### src/rtl/mem_access_unit.sv
// Data-memory initiator: one load/store at a time, sub-word stores done as
// read-modify-write on a word-only memory port, response over valid/ready.
module mem_access_unit #(
    parameter int ADDR_BITS = 4
) (
    input  logic        clk,
    input  logic        rst_n,
    input  logic        ReqValid,
    output logic        ReqReady,
    input  logic        ReqWrite,
    input  logic [1:0]  ReqSize,
    input  logic        ReqSigned,
    input  logic [31:0] ReqAddr,
    input  logic [31:0] ReqWData,
    output logic        RspValid,
    input  logic        RspReady,
    output logic [31:0] RspData,
    output logic        RspErr,
    output logic [31:0] ALU_Result,
    output logic [31:0] WriteMemData,
    output logic        MemWrite,
    output logic        MemRead,
    input  logic [31:0] ReadMemData
);

    typedef enum logic [2:0] {
        IDLE, LD_RD, LD_CAP, ST_RD, ST_MRG, ST_WR, RESP
    } state_t;

    state_t      state_q;
    logic        req_ready_q;
    logic        rsp_valid_q;
    logic        rsp_err_q;
    logic [31:0] rsp_data_q;
    logic [31:0] alu_q;
    logic [31:0] wmd_q;
    logic [1:0]  size_q;
    logic        signed_q;

    logic        addr_err;
    logic [31:0] ld_ext;
    logic [31:0] st_merge;

    assign addr_err = |ReqAddr[31:ADDR_BITS];

    always_comb begin
        ld_ext   = ReadMemData;
        st_merge = {ReadMemData[31:16], wmd_q[15:0]};
        case (size_q)
            2'b00: begin
                ld_ext   = {{24{signed_q & ReadMemData[7]}}, ReadMemData[7:0]};
                st_merge = {ReadMemData[31:8], wmd_q[7:0]};
            end
            2'b01: ld_ext = {{16{signed_q & ReadMemData[15]}}, ReadMemData[15:0]};
            default: ld_ext = ReadMemData;
        endcase
    end

    // Ready re-arms only after a full cycle in IDLE, which guarantees the
    // idle gap between a response handshake and the next accept.
    always_ff @(posedge clk or negedge rst_n) begin
        if (!rst_n) begin
            state_q     <= IDLE;
            req_ready_q <= 1'b0;
            rsp_valid_q <= 1'b0;
            rsp_err_q   <= 1'b0;
            rsp_data_q  <= 32'd0;
            alu_q       <= 32'd0;
            wmd_q       <= 32'd0;
            size_q      <= 2'b00;
            signed_q    <= 1'b0;
        end else begin
            case (state_q)
                IDLE: begin
                    req_ready_q <= 1'b1;
                    if (ReqValid && req_ready_q) begin
                        req_ready_q <= 1'b0;
                        size_q      <= ReqSize;
                        signed_q    <= ReqSigned;
                        alu_q       <= {{(32-ADDR_BITS){1'b0}}, ReqAddr[ADDR_BITS-1:0]};
                        rsp_err_q   <= 1'b0;
                        rsp_data_q  <= 32'd0;
                        if (addr_err) begin
                            state_q     <= RESP;
                            rsp_valid_q <= 1'b1;
                            rsp_err_q   <= 1'b1;
                        end else if (!ReqWrite) begin
                            state_q <= LD_RD;
                        end else begin
                            wmd_q   <= ReqWData;
                            state_q <= ReqSize[1] ? ST_WR : ST_RD;
                        end
                    end
                end
                LD_RD:  state_q <= LD_CAP;
                LD_CAP: begin
                    rsp_data_q  <= ld_ext;
                    rsp_valid_q <= 1'b1;
                    state_q     <= RESP;
                end
                ST_RD:  state_q <= ST_MRG;
                ST_MRG: begin
                    wmd_q   <= st_merge;
                    state_q <= ST_WR;
                end
                ST_WR: begin
                    rsp_valid_q <= 1'b1;
                    state_q     <= RESP;
                end
                RESP: begin
                    if (RspReady) begin
                        rsp_valid_q <= 1'b0;
                        state_q     <= IDLE;
                    end
                end
                default: state_q <= IDLE;
            endcase
        end
    end

    assign ReqReady     = req_ready_q;
    assign RspValid     = rsp_valid_q;
    assign RspErr       = rsp_err_q;
    assign RspData      = rsp_data_q;
    assign ALU_Result   = alu_q;
    assign WriteMemData = wmd_q;
    assign MemRead      = (state_q == LD_RD) || (state_q == ST_RD);
    assign MemWrite     = (state_q == ST_WR);

endmodule
### config.mk
export PLATFORM = sky130hd
export DESIGN_NAME = mem_access_unit
export DESIGN_NICKNAME = d
export VERILOG_FILES = /design/src/rtl/mem_access_unit.sv
export SDC_FILE = /design/constraint.sdc
export NUM_CORES = 1
export LEC_CHECK = 0
export CAP_MARGIN = 20
export CORE_ASPECT_RATIO = 0.75
export CORE_UTILIZATION = 37
export DETAILED_ROUTE_END_ITERATION = 7
export PLACE_DENSITY = 0.85
export SETUP_SLACK_MARGIN = 0.1
export SLEW_MARGIN = 20
export SYNTH_ARGS = -nofsm -noshare
export SYNTH_HDL_FRONTEND = slang
export SYNTH_SLANG_ARGS = --single-unit
### constraint.sdc
create_clock -name clk -period 1.8 [get_ports clk]
set_input_delay 0.36 -clock clk [delete_from_list [all_inputs] [get_ports clk]]
set_output_delay 0.36 -clock clk [all_outputs]
set_load 0.03 [all_outputs]
== Word-level counts from Yosys, hierarchy flattened ==
Cells that the tools add are included.

* Register bits: 77
* Output and inout port bits: 101
* Input port bits: 104
* Logic and storage cells: 64

* Equality and inequality tests: 13
* Bitwise gates (word level): 4
* Multiplexer cells: 20
* Reduce and logical (&&, ||, !) cells: 16

{| class="wikitable"
|+ Operator list
! cell !! number
|-
| 32-bit one-hot mux with 2 select lines || 3
|-
| 32-bit two-way mux || 4
|-
| 28-bit OR reduction || 1
|-
| 3-bit one-hot mux with 6 select lines || 1
|-
| 16-bit two-way mux || 1
|-
| 3-bit two-way mux || 5
|-
| 2-bit != test, second input constant || 5
|-
| 5-bit AND reduction || 2
|-
| 3-bit equality test, second input constant || 3
|-
| 4-bit AND reduction || 2
|-
| 3-bit by 2-bit equality test with 1-bit output, second input constant || 2
|-
| 2-bit AND reduction || 3
|-
| 1-bit two-way mux || 5
|-
| 2-bit nonzero test || 2
|-
| 3-bit by 1-bit equality test with 1-bit output, second input constant || 1
|-
| 3-bit logical NOT || 1
|-
| 1-bit one-hot mux with 3 select lines || 1
|-
| 3-bit nonzero test || 1
|-
| 1-bit AND || 2
|-
| 2-bit by 1-bit equality test with 1-bit output, second input constant || 1
|-
| 2-bit logical NOT || 1
|-
| 2-bit by 1-bit != test with 1-bit output, second input constant || 1
|-
| 1-bit NOT || 2
|-
| 2-bit OR reduction || 1
|-
| other kinds (2) || 2
|}

== Logic depth before layout (Yosys ltp) ==
Gate-level depths: netlist of the first run.

* Depth after elaboration: 5
* Gate-level depth with buffers: 7

== Worst setup path after synthesis of the first run ==
Ideal clock, no wire load.

* Path type: register to register
* Start point: register state_q[1]
* End point: register wmd_q[14] (netlist: WriteMemData[14])
* Period minus slack after synthesis: 1.810 ns
* Setup time: 0.127 ns
* Required time: 1.673 ns
* Stages on the path, launching flop included: 7
* Setup slack: -0.010 ns
* Data arrival time: 1.683 ns
* Cell sequence: dfrtp_1 > buf_2 > nor3b_2 > buf_2 > mux2_2 > o211ai_1 > a21oi_1

* Cells in the longest elaborated chain, start to end: 3
* Elaborated cells on any way between the ends: 9

{| class="wikitable"
|+ Ends and longest elaborated chain
! item !! RTL line !! text
|-
| start: declaration || 30 || <nowiki>state_t state_q;</nowiki>
|-
| start signal: assignment || 91 || <nowiki>state_q <= ReqSize[1] ? ST_WR : ST_RD;</nowiki>
|-
| 3-bit equality test / 3-bit logical NOT (equally long branches) || 73 || <nowiki>case (state_q)</nowiki>
|-
| 2-bit by 1-bit != test with 1-bit output (no source line), or another cell as far along || n/a ||
|-
| 5-bit AND reduction (no source line) || n/a ||
|-
| end signal: assignment || 90 || <nowiki>wmd_q <= ReqWData;</nowiki>
|-
| end signal: assignment || 103 || <nowiki>wmd_q <= st_merge;</nowiki>
|-
| end: declaration || 36 || <nowiki>logic [31:0] wmd_q;</nowiki>
|}

Parallel ways exist; a longest one is shown, timed or not.
A chain may end at the register's enable or synchronous reset.

== Worst setup path after layout of the first run ==
* Start point: register state_q[0]
* End point: register wmd_q[12] (netlist: WriteMemData[12])

The elaborated chain is that of the path after synthesis.

==> run_results.csv, run 1 <==
group,metric,value,unit
status,outcome,"finished with violations",
critical_path,arrival,1.97,ns
worst_hold_path,hp-class,"in2async",
critical_path,reg2reg_from,"state_q[0]",
timing,timing.hold.ws,-0.00261,ns
die,core,10500,µm²
synth,synthCells,440,
cts,cts_max_path_buffers,2,
timing,setup_viol,0,
cells_and_area,layout-drive-gt1-share,0.151,
flow_run,max-cap-violations,0,
drt,vias,4301,
grt,antenna_found_initial,0,
critical_path,crit_path_end_kind,"flop",
critical_path,rrSetupSlack,0.04,ns
cts,cts.sinks,77,
synth,synth_edf_count,0,
die,rows,32,
synth,synth_ff_type,"dfrtp_1",
cts,cts-root-buf,"clkbuf_16",
critical_path,worstReg2RegEnd,"WriteMemData[12]",
drt,wl,14600,µm
drt,first_pass_iters,5,
status,violations,"hold timing",
cells_and_area,diodes,0,
critical_path,crit_slowest_cell,"dfrtp_2",
synth,synthTopCellsByArea,"dfrtp_1, buf_4, nand2_1, o211ai_1, nand3_1",
timing,fin_crit_sh,0.981,
cts,cts_buffers,9,
drt,via_per_inst,5.52,
timing,fin_skew,0.00664,ns
cts,clk_pin_slew,0.06,ns
synth,synthArstFlopShare,1.00,
critical_path,reg2reg_depth,6,
drt,wl_per_cell,18.7,µm
timing,post-route-min-period,1.76,ns
power,pwr-share-seq,0.284,
timing,hold_viol,3,
critical_path,critPathMaxFanout,13,
grt,grt-ovfl-total,0,
synth,ys_seq_area_frac,0.468,
die,fp.dieH,93.3,µm
critical_path,startpoint_type,"flop",
die,start_util,0.391,
drt,drt-initial-drc-count,306,
cts,hold_buffers,0,
die,io_pins,205,
drt,drc_errors,0,
grt,grt.total_usage,0.254,
drt,postRouteAntennaNets,0,
power,p_total,10.5,mW
synth,synth_top_area_cell,"dfrtp_1",
synth,syn_area_per_cell,9.36,µm²
power,clockPowerShare,0.195,
critical_path,crit_top_cell,"buf_12",
critical_path,critPathTopFamily,"flip-flops",
cells_and_area,syn2layout_area_growth,62.7,%
synth,synth_cell_types,36,
power,ir_drop,0.972,mV
cells_and_area,stdcell_count,779,
critical_path,crit_type,"reg2reg",
timing,fin_setup_tns,0,ns
critical_path,cpPeakStageDelay,0.44,ns
timing,worstMarginPinSlew,0.512,ns
cts,tritoncts,"built",
cells_and_area,most-common-layout-cells,"clkdlybuf4s50_1, dlygate4sd2_1, dfrtp_1, nand2_1, buf_4",
cts,clkLatencyLatePin,0.33,ns
die,die-area,11600,µm²
timing,rsz0062_at_grt,"yes",
timing,max_freq,0.567,GHz
power,p_sw,4.56,mW
critical_path,critPathRequiredTime,2.01,ns
power,switching_share,0.434,
synth,ys.warnings.count,0,
grt,grt_pass1_wl,22300,µm
die,die_w,124,µm
critical_path,path_buf_inv,2,
power,power.internal,5.93,mW
power,power_leakage,3.04,nW
place,dp_cells,753,
synth,synth_top_area_share,0.468,
cells_and_area,fin_nets,744,
place,globalplace.congestion,0.795,
power,p_per_area,1570,nW/µm²
critical_path,crit_chain,"buf_12, nor3b_4, buf_12, mux2_2, o211ai_1, a21oi_1",
cts,htree_levels,3,
synth,synth-seq-cells,77,
power,combPwrFrac,0.521,
cells_and_area,fill_cells,890,
place,dp_hpwl,10000,µm
grt,grt_pass1_vias,4485,
synth,syn_area,4120,µm²
timing,maxSlewHeadroom,0.658,
timing,final_max_slew_viol_count,0,
grt,grt_max_degree,39,
place,numPortBuffers,176,
cells_and_area,mostFrequentLayoutCell,"clkdlybuf4s50_1",
[worst max-delay path by stage]
| stage | startpoint | to | slack [ns] | cells past startpoint |
|---|---|---|---|---|
| floorplan | state_q[0] | WriteMemData[0] | 0.01 | 5 |
| global placement | ReqAddr[12] | RspValid | -0.36 | 6 |
| detailed placement | ReqAddr[12] | RspValid | -0.40 | 6 |
| CTS | state_q[0] | MemWrite | -0.02 | 4 |
| global route | state_q[0] | WriteMemData[11] | -0.008 | 6 |
| finish | state_q[0] | WriteMemData[12] | 0.04 | 6 |
[power groups by stage]
| stage | clock [mW] | combinational, mW | sequential, mW |
|---|---|---|---|
| global route | 2.17 | 5.87 | 3.04 |
| finish | 2.05 | 5.46 | 2.97 |
| CTS | 2.08 | 5.20 | 2.97 |
| detailed placement | 0 | 5.50 | 3.01 |
| global placement | 0 | 5.35 | 2.97 |
| floorplan | 0 | 2.26 | 3.96 |
[repair_timing]
| item | in CTS | in global routing |
|---|---|---|
| resized for setup | 99 | 29 |
| cloned | 0 | 1 |
| buffers inserted | 6 | 5 |
| pin swaps | 7 | 12 |
| setup endpoints to repair | 126 | 55 |
[per-stage QoR]
stage / hold WS (ns) / area, µm² / utilization / setup slack (ns)
after CTS: 0.00982 / 6500 / 0.617 / -0.0231
after floorplan: 0.0644 / 4230 / - / 0.0102
final: -0.00261 / 6700 / 0.636 / 0.0350
after global placement: 0.347 / 6160 / 0.585 / -0.356
after detailed placement: 0.364 / 6160 / 0.585 / -0.398
after global routing: 0.0242 / 6700 / 0.636 / -0.00845
[per-layer routing]
metal	routed length, µm	track usage
met5	0	0
met4	201	0.0884
met3	1420	0.0738
met2	7080	0.431
met1	5870	0.305
[cell type report]
type                    count  area (µm²)  area share
repair buffers            226        2200       0.329
flip-flops and latches     77        1930       0.288
multi-input cells         317        2030       0.303
inverters                   9        33.8     0.00504
well taps                 136         170      0.0254
clock buffers              10         229      0.0342
clock inverters             4        98.8      0.0148
[cell families (layout without fill, tap and decap cells)]
family | Yosys count | count (layout) | share of synthesized area
AND/OR/NAND/NOR | 163 | 163 | 0.211
flip-flops | 77 | 77 | 0.468
multiplexers | 17 | 17 | 0.0441
AO/OA/AOI/OAI | 109 | 109 | 0.180
other | 1 | 28 | 0.000911
buffers and inverters | 73 | 249 | 0.0957
[cell usage after synthesis, drive strengths merged, types with 2 or more instances]
library cell and number:
o211ai 26, nor2b 4, dfrtp 77, or3 8
o21ai 13, nand2 52, clkbuf 29, nand2b 17
nand4 18, nand3 35, mux2i 8, nor4 8
nor3 4, inv 9, mux2 9, nor2 9
a22o 16, buf 35, a22oi 17, a21oi 18
o22ai 16, and2 3, and4 2
[flip-flops by register name, indices dropped and copies added, names as in the netlist]
name and cells:
RspValid 1, ReqReady 1, size_q 2, RspErr 1, ALU_Result 4, state_q 3, WriteMemData 32, RspData 32
signed_q 1
Note: power is estimated with default switching activity, not from simulation.
==> run 2: changes to the inputs <==
Settings changed: GPL_TIMING_DRIVEN set to 0, MAX_ROUTING_LAYER set to met4.
==> run 2 against run 1 <==
Against the previous run:
- the run still ends with hold timing left
- die area did not move
- clock skew is 0.0025 ns lower
- first-iteration DRC count decreased by 21%
- worst setup slack got worse by 0.0048 ns
- sequential share of layout area fell by 0.54 points
- highest routed layer unchanged
==> run_results.csv, run 2 (synthesis results as in run 1) <==
group,metric,value,unit
status,outcome,"finished with violations",
die,io_pins,205,
grt,grt_max_degree,42,
grt,use_met1,0.322,
grt,grt-busiest-layer,"met2",
timing,fin_setup_tns,0,ns
drt,wl_per_cell,18.0,µm
die,core,10500,µm²
timing,max_freq,0.565,GHz
place,numPortBuffers,176,
grt,grt_pass1_vias,4341,
cts,clkLatencyLatePin,0.33,ns
timing,worstMarginPinSlew,0.526,ns
grt,antenna_found_initial,1,
power,power_leakage,3.15,nW
drt,drc_errors,0,
cells_and_area,fill_cells,892,
timing,final_max_slew_viol_count,0,
die,rows,32,
timing,maxSlewHeadroom,0.649,
timing,fin_skew,0.00414,ns
die,start_util,0.391,
grt,grt.total_usage,0.263,
timing,setup_viol,0,
critical_path,crit_type,"in2reg",
place,dp_hpwl,10500,µm
timing,fin_crit_sh,0.983,
power,ir_drop,0.901,mV
die,die-area,11600,µm²
critical_path,critPathRequiredTime,2.05,ns
drt,first_pass_iters,5,
cts,cts_max_path_buffers,2,
cts,clk_pin_slew,0.06,ns
die,fp.dieH,93.3,µm
timing,timing.hold.ws,-0.00448,ns
critical_path,crit_path_end_kind,"flop",
flow_run,max-cap-violations,0,
cells_and_area,syn2layout_area_growth,65.6,%
place,globalplace.congestion,0.891,
critical_path,critPathMaxFanout,8,
critical_path,arrival,2.02,ns
drt,drt-initial-drc-count,243,
grt,grt-ovfl-total,0,
timing,post-route-min-period,1.77,ns
timing,rsz0062_at_grt,"yes",
place,place_area,6180,µm²
power,p_per_area,1540,nW/µm²
cts,cts_buffers,9,
die,die_w,124,µm
timing,hold_viol,3,
cts,tritoncts,"built",
grt,use_met3,0.0720,
cts,cts-root-buf,"clkbuf_16",
cells_and_area,postLayoutCellArea,6820,µm²
worst_hold_path,hp-class,"in2async",
cells_and_area,most-common-layout-cells,"dlygate4sd2_1, clkdlybuf4s50_1, dfrtp_1, nand2_1, buf_4",
drt,vias,4374,
status,violations,"hold timing",
cells_and_area,fin_nets,781,
drt,via_per_inst,5.34,
cts,cts.sinks,77,
drt,postRouteAntennaNets,0,
cells_and_area,layout-drive-gt1-share,0.198,
grt,grtUsageMet2,0.422,
critical_path,startpoint_type,"primary input",
grt,grt_pass1_wl,22200,µm
cells_and_area,mostFrequentLayoutCell,"dlygate4sd2_1",
cts,htree_levels,3,
drt,wl,14700,µm
## run 2: power by group
group          switching, mW  internal [mW]
clock                  0.739           1.22
combinational           3.42           2.24
sequential             0.472           2.40
total                   4.63           5.86
## run 2: layout make-up
class,count,area [µm²],share of cell area
Clock buffer,10,229,0.0336
Clock inverter,6,86.3,0.0127
Antenna cell,1,2.50,0.000367
Sequential cell,77,1930,0.283
Multi-Input combinational cell,317,2040,0.299
Inverter,9,33.8,0.00496
Timing Repair Buffer,200,1870,0.275
Tap cell,136,170,0.0250
Buffer,63,457,0.0670
## run 2: layer usage
metal  share of wire  wire (µm)
met5               0          0
met3            0.11       1610
met4           0.014        201
met1            0.40       5960
met2            0.47       6950
## run 2: through the flow
stage               utilization  setup slack [ns]  total power [mW]  std cells  hold slack [ns]
floorplan                     -            0.0102              6.22        467           0.0644
finish                    0.647            0.0303              10.5        819         -0.00448
detailed placement        0.587            -0.926              8.42        780            0.365
global placement          0.586             -2.38              8.28        779            0.457
global route              0.647            -0.100              11.1        819           0.0334
CTS                       0.636            0.0295              10.3        811          0.00567
## run 2: what timing repair did
item | CTS | global route
buffers inserted | 16 | 6
pin swaps | 14 | 4
gates cloned | 0 | 1
endpoints found under the setup margin | 127 | 61
resized for setup | 165 | 32
endpoints found under the hold margin | 0 | 0
hold buffers | 0 | 0
## run 2: critical path, stage by stage
cell and delay, ns:
clkdlybuf4s50_1 0.41, nor4_2 0.18, nand4_1 0.19, buf_4 0.19, nor4_4 0.29, buf_12 0.17, mux2i_2 0.21
## run 2: path summary, 6_finish.rpt
path	from	end	slack, ns	cells after the start
worst max-delay path	ReqAddr[5]	WriteMemData[2]	0.03	7
worst min-delay path	rst_n	RspData[5]	-0.004	1
worst max register to register	state_q[0]	WriteMemData[2]	0.04	8
worst min register to register	ALU_Result[1]	ALU_Result[1]	0.48	2
max in group asynchronous	rst_n	size_q[1]	1.18	2
min in group clk	ALU_Result[1]	ALU_Result[1]	0.48	2
==> variant, RTL diff (config.mk and constraints of run 1) <==
Put one more register stage on the output `RspErr`, cleared by the reset. The value now appears one clock later. The other outputs are not delayed to match.
--- a/src/rtl/mem_access_unit.sv
+++ b/src/rtl/mem_access_unit.sv
@@ -120,7 +120,13 @@
 
     assign ReqReady     = req_ready_q;
     assign RspValid     = rsp_valid_q;
-    assign RspErr       = rsp_err_q;
+    always_ff @(posedge clk or negedge rst_n) begin
+        if (!rst_n) begin
+            RspErr <= '0;
+        end else begin
+            RspErr <= rsp_err_q;
+        end
+    end
     assign RspData      = rsp_data_q;
     assign ALU_Result   = alu_q;
     assign WriteMemData = wmd_q;
Behaviour: not the same (Yosys sat finds a counterexample within 4 cycles, from zero or initial values and one cycle with rst_n low).
==> variant against run 1 <==
- the flow finishes with violations (negative setup slack)
- clock power down 18%
- utilization fell by 0.077 points
- via count decreased by 19%
- sequential cell count rose by 1
- design area shrank 8.8%
- setup slack worse by 240 ps
- worst hold slack better by 380 ps
- power is 14% lower
- synthesized area shrank 11%
- sequential share of layout area increased by 3.1 points
- cell count decreased by 10%
- wire length decreased by 18%
- sequential power shrank 6%
- critical endpoint is now WriteMemData[31]$_DFFE_PN0P_
==> variant: results (changes against run 1) <==
metal3 WL 905 µm (was 1420 µm); met2 usage in global routing 39.3% (was 43.1%); Metal-1 WL 4850 µm (was 5870 µm); Non-Filler Instances 698 (was 779); wire length on met2 5930 µm (was 7080 µm); worst hold slack 374 ps (was -2.61 ps); DP Area 0.00562 mm² (was 0.00616 mm²); final worst setup slack -205 ps (was 35.0 ps); pre-CTS setup slack -704 ps (was -398 ps); FF/Latch Area 0.00195 mm² (was 0.00193 mm²); Net Sw Power 0.00386 W (was 0.00456 W); comb_multi_in 252 (was 317); number of clock buffers in the layout 11 (was 10); Seq/Total Area, Yosys 53.4% (was 46.8%); CTS resizes 138 (was 99); Arr. time, crit path 2230 ps (was 1970 ps); Reg2Reg Setup Slack -190 ps (was 40 ps); Final setup violation count 32 (was 0); top area cells in the synthesized netlist dfrtp_1, nand2_1, buf_4 (was dfrtp_1, buf_4, nand2_1); fraction of area in multi-input gates 26.5% (was 30.3%); Plain + repair buffers 218 (was 226); status finished with violations (unchanged); Leakage 2.84 nW (was 3.04 nW); Sink Count 78 (was 77); first-pass GRT wire length 17700 µm (was 22300 µm); setup_tns -3760 ps (was 0 ps); Setup Skew 6.34 ps (was 6.64 ps); fillcell total 833 (was 890); GR Layer Usage met1 28.2% (was 30.5%); drt first pass iters 4 (was 5); Vias per Instance 5.01 (was 5.52); post-detail-place hpwl 8350 µm (was 10000 µm); failing checks negative setup slack (was negative hold slack); measured slew at the worst slew-check pin 546 ps (was 512 ps); Synth Area per Inst 10.4 µm² (was 9.36 µm²); final core utilization 63.5% (was 63.6%); Crit path max-delay family simple AND/OR/NAND/NOR gates (was flip-flops)
variant: cell types whose count changed in the layout (fill, tap and decap cells not counted), moves of 17 or more:
cell,change
o211ai_1,-24
o21a_1,+24
o22a_1,+24
nand3_1,-21
a22oi_1,-17
nand4_1,-17
variant: final timing paths:
check	depth (start not counted)	end	startpoint
setup / recovery	8	WriteMemData[31]$_DFFE_PN0P_	ReqAddr[27]
hold / removal	0	RspErr$_DFF_PN0_	rsp_err_q$_DFFE_PN0P_
setup reg to reg	7	WriteMemData[31]$_DFFE_PN0P_	state_q[2]$_DFFE_PN0P_
hold reg to reg	0	RspErr$_DFF_PN0_	rsp_err_q$_DFFE_PN0P_
max in group asynchronous	3	RspData[3]$_DFFE_PN0P_	rst_n
min in group asynchronous	2	WriteMemData[18]$_DFFE_PN0P_	rst_n
variant: logic make-up after synthesis:
| group | share of synthesized area (%) |
|---|---|
| buf+inv | 9.14 |
| simple gates | 14.9 |
| mux | 0.308 |
| flops | 53.4 |
| other cells | 0.103 |
| compound gates | 22.1 |
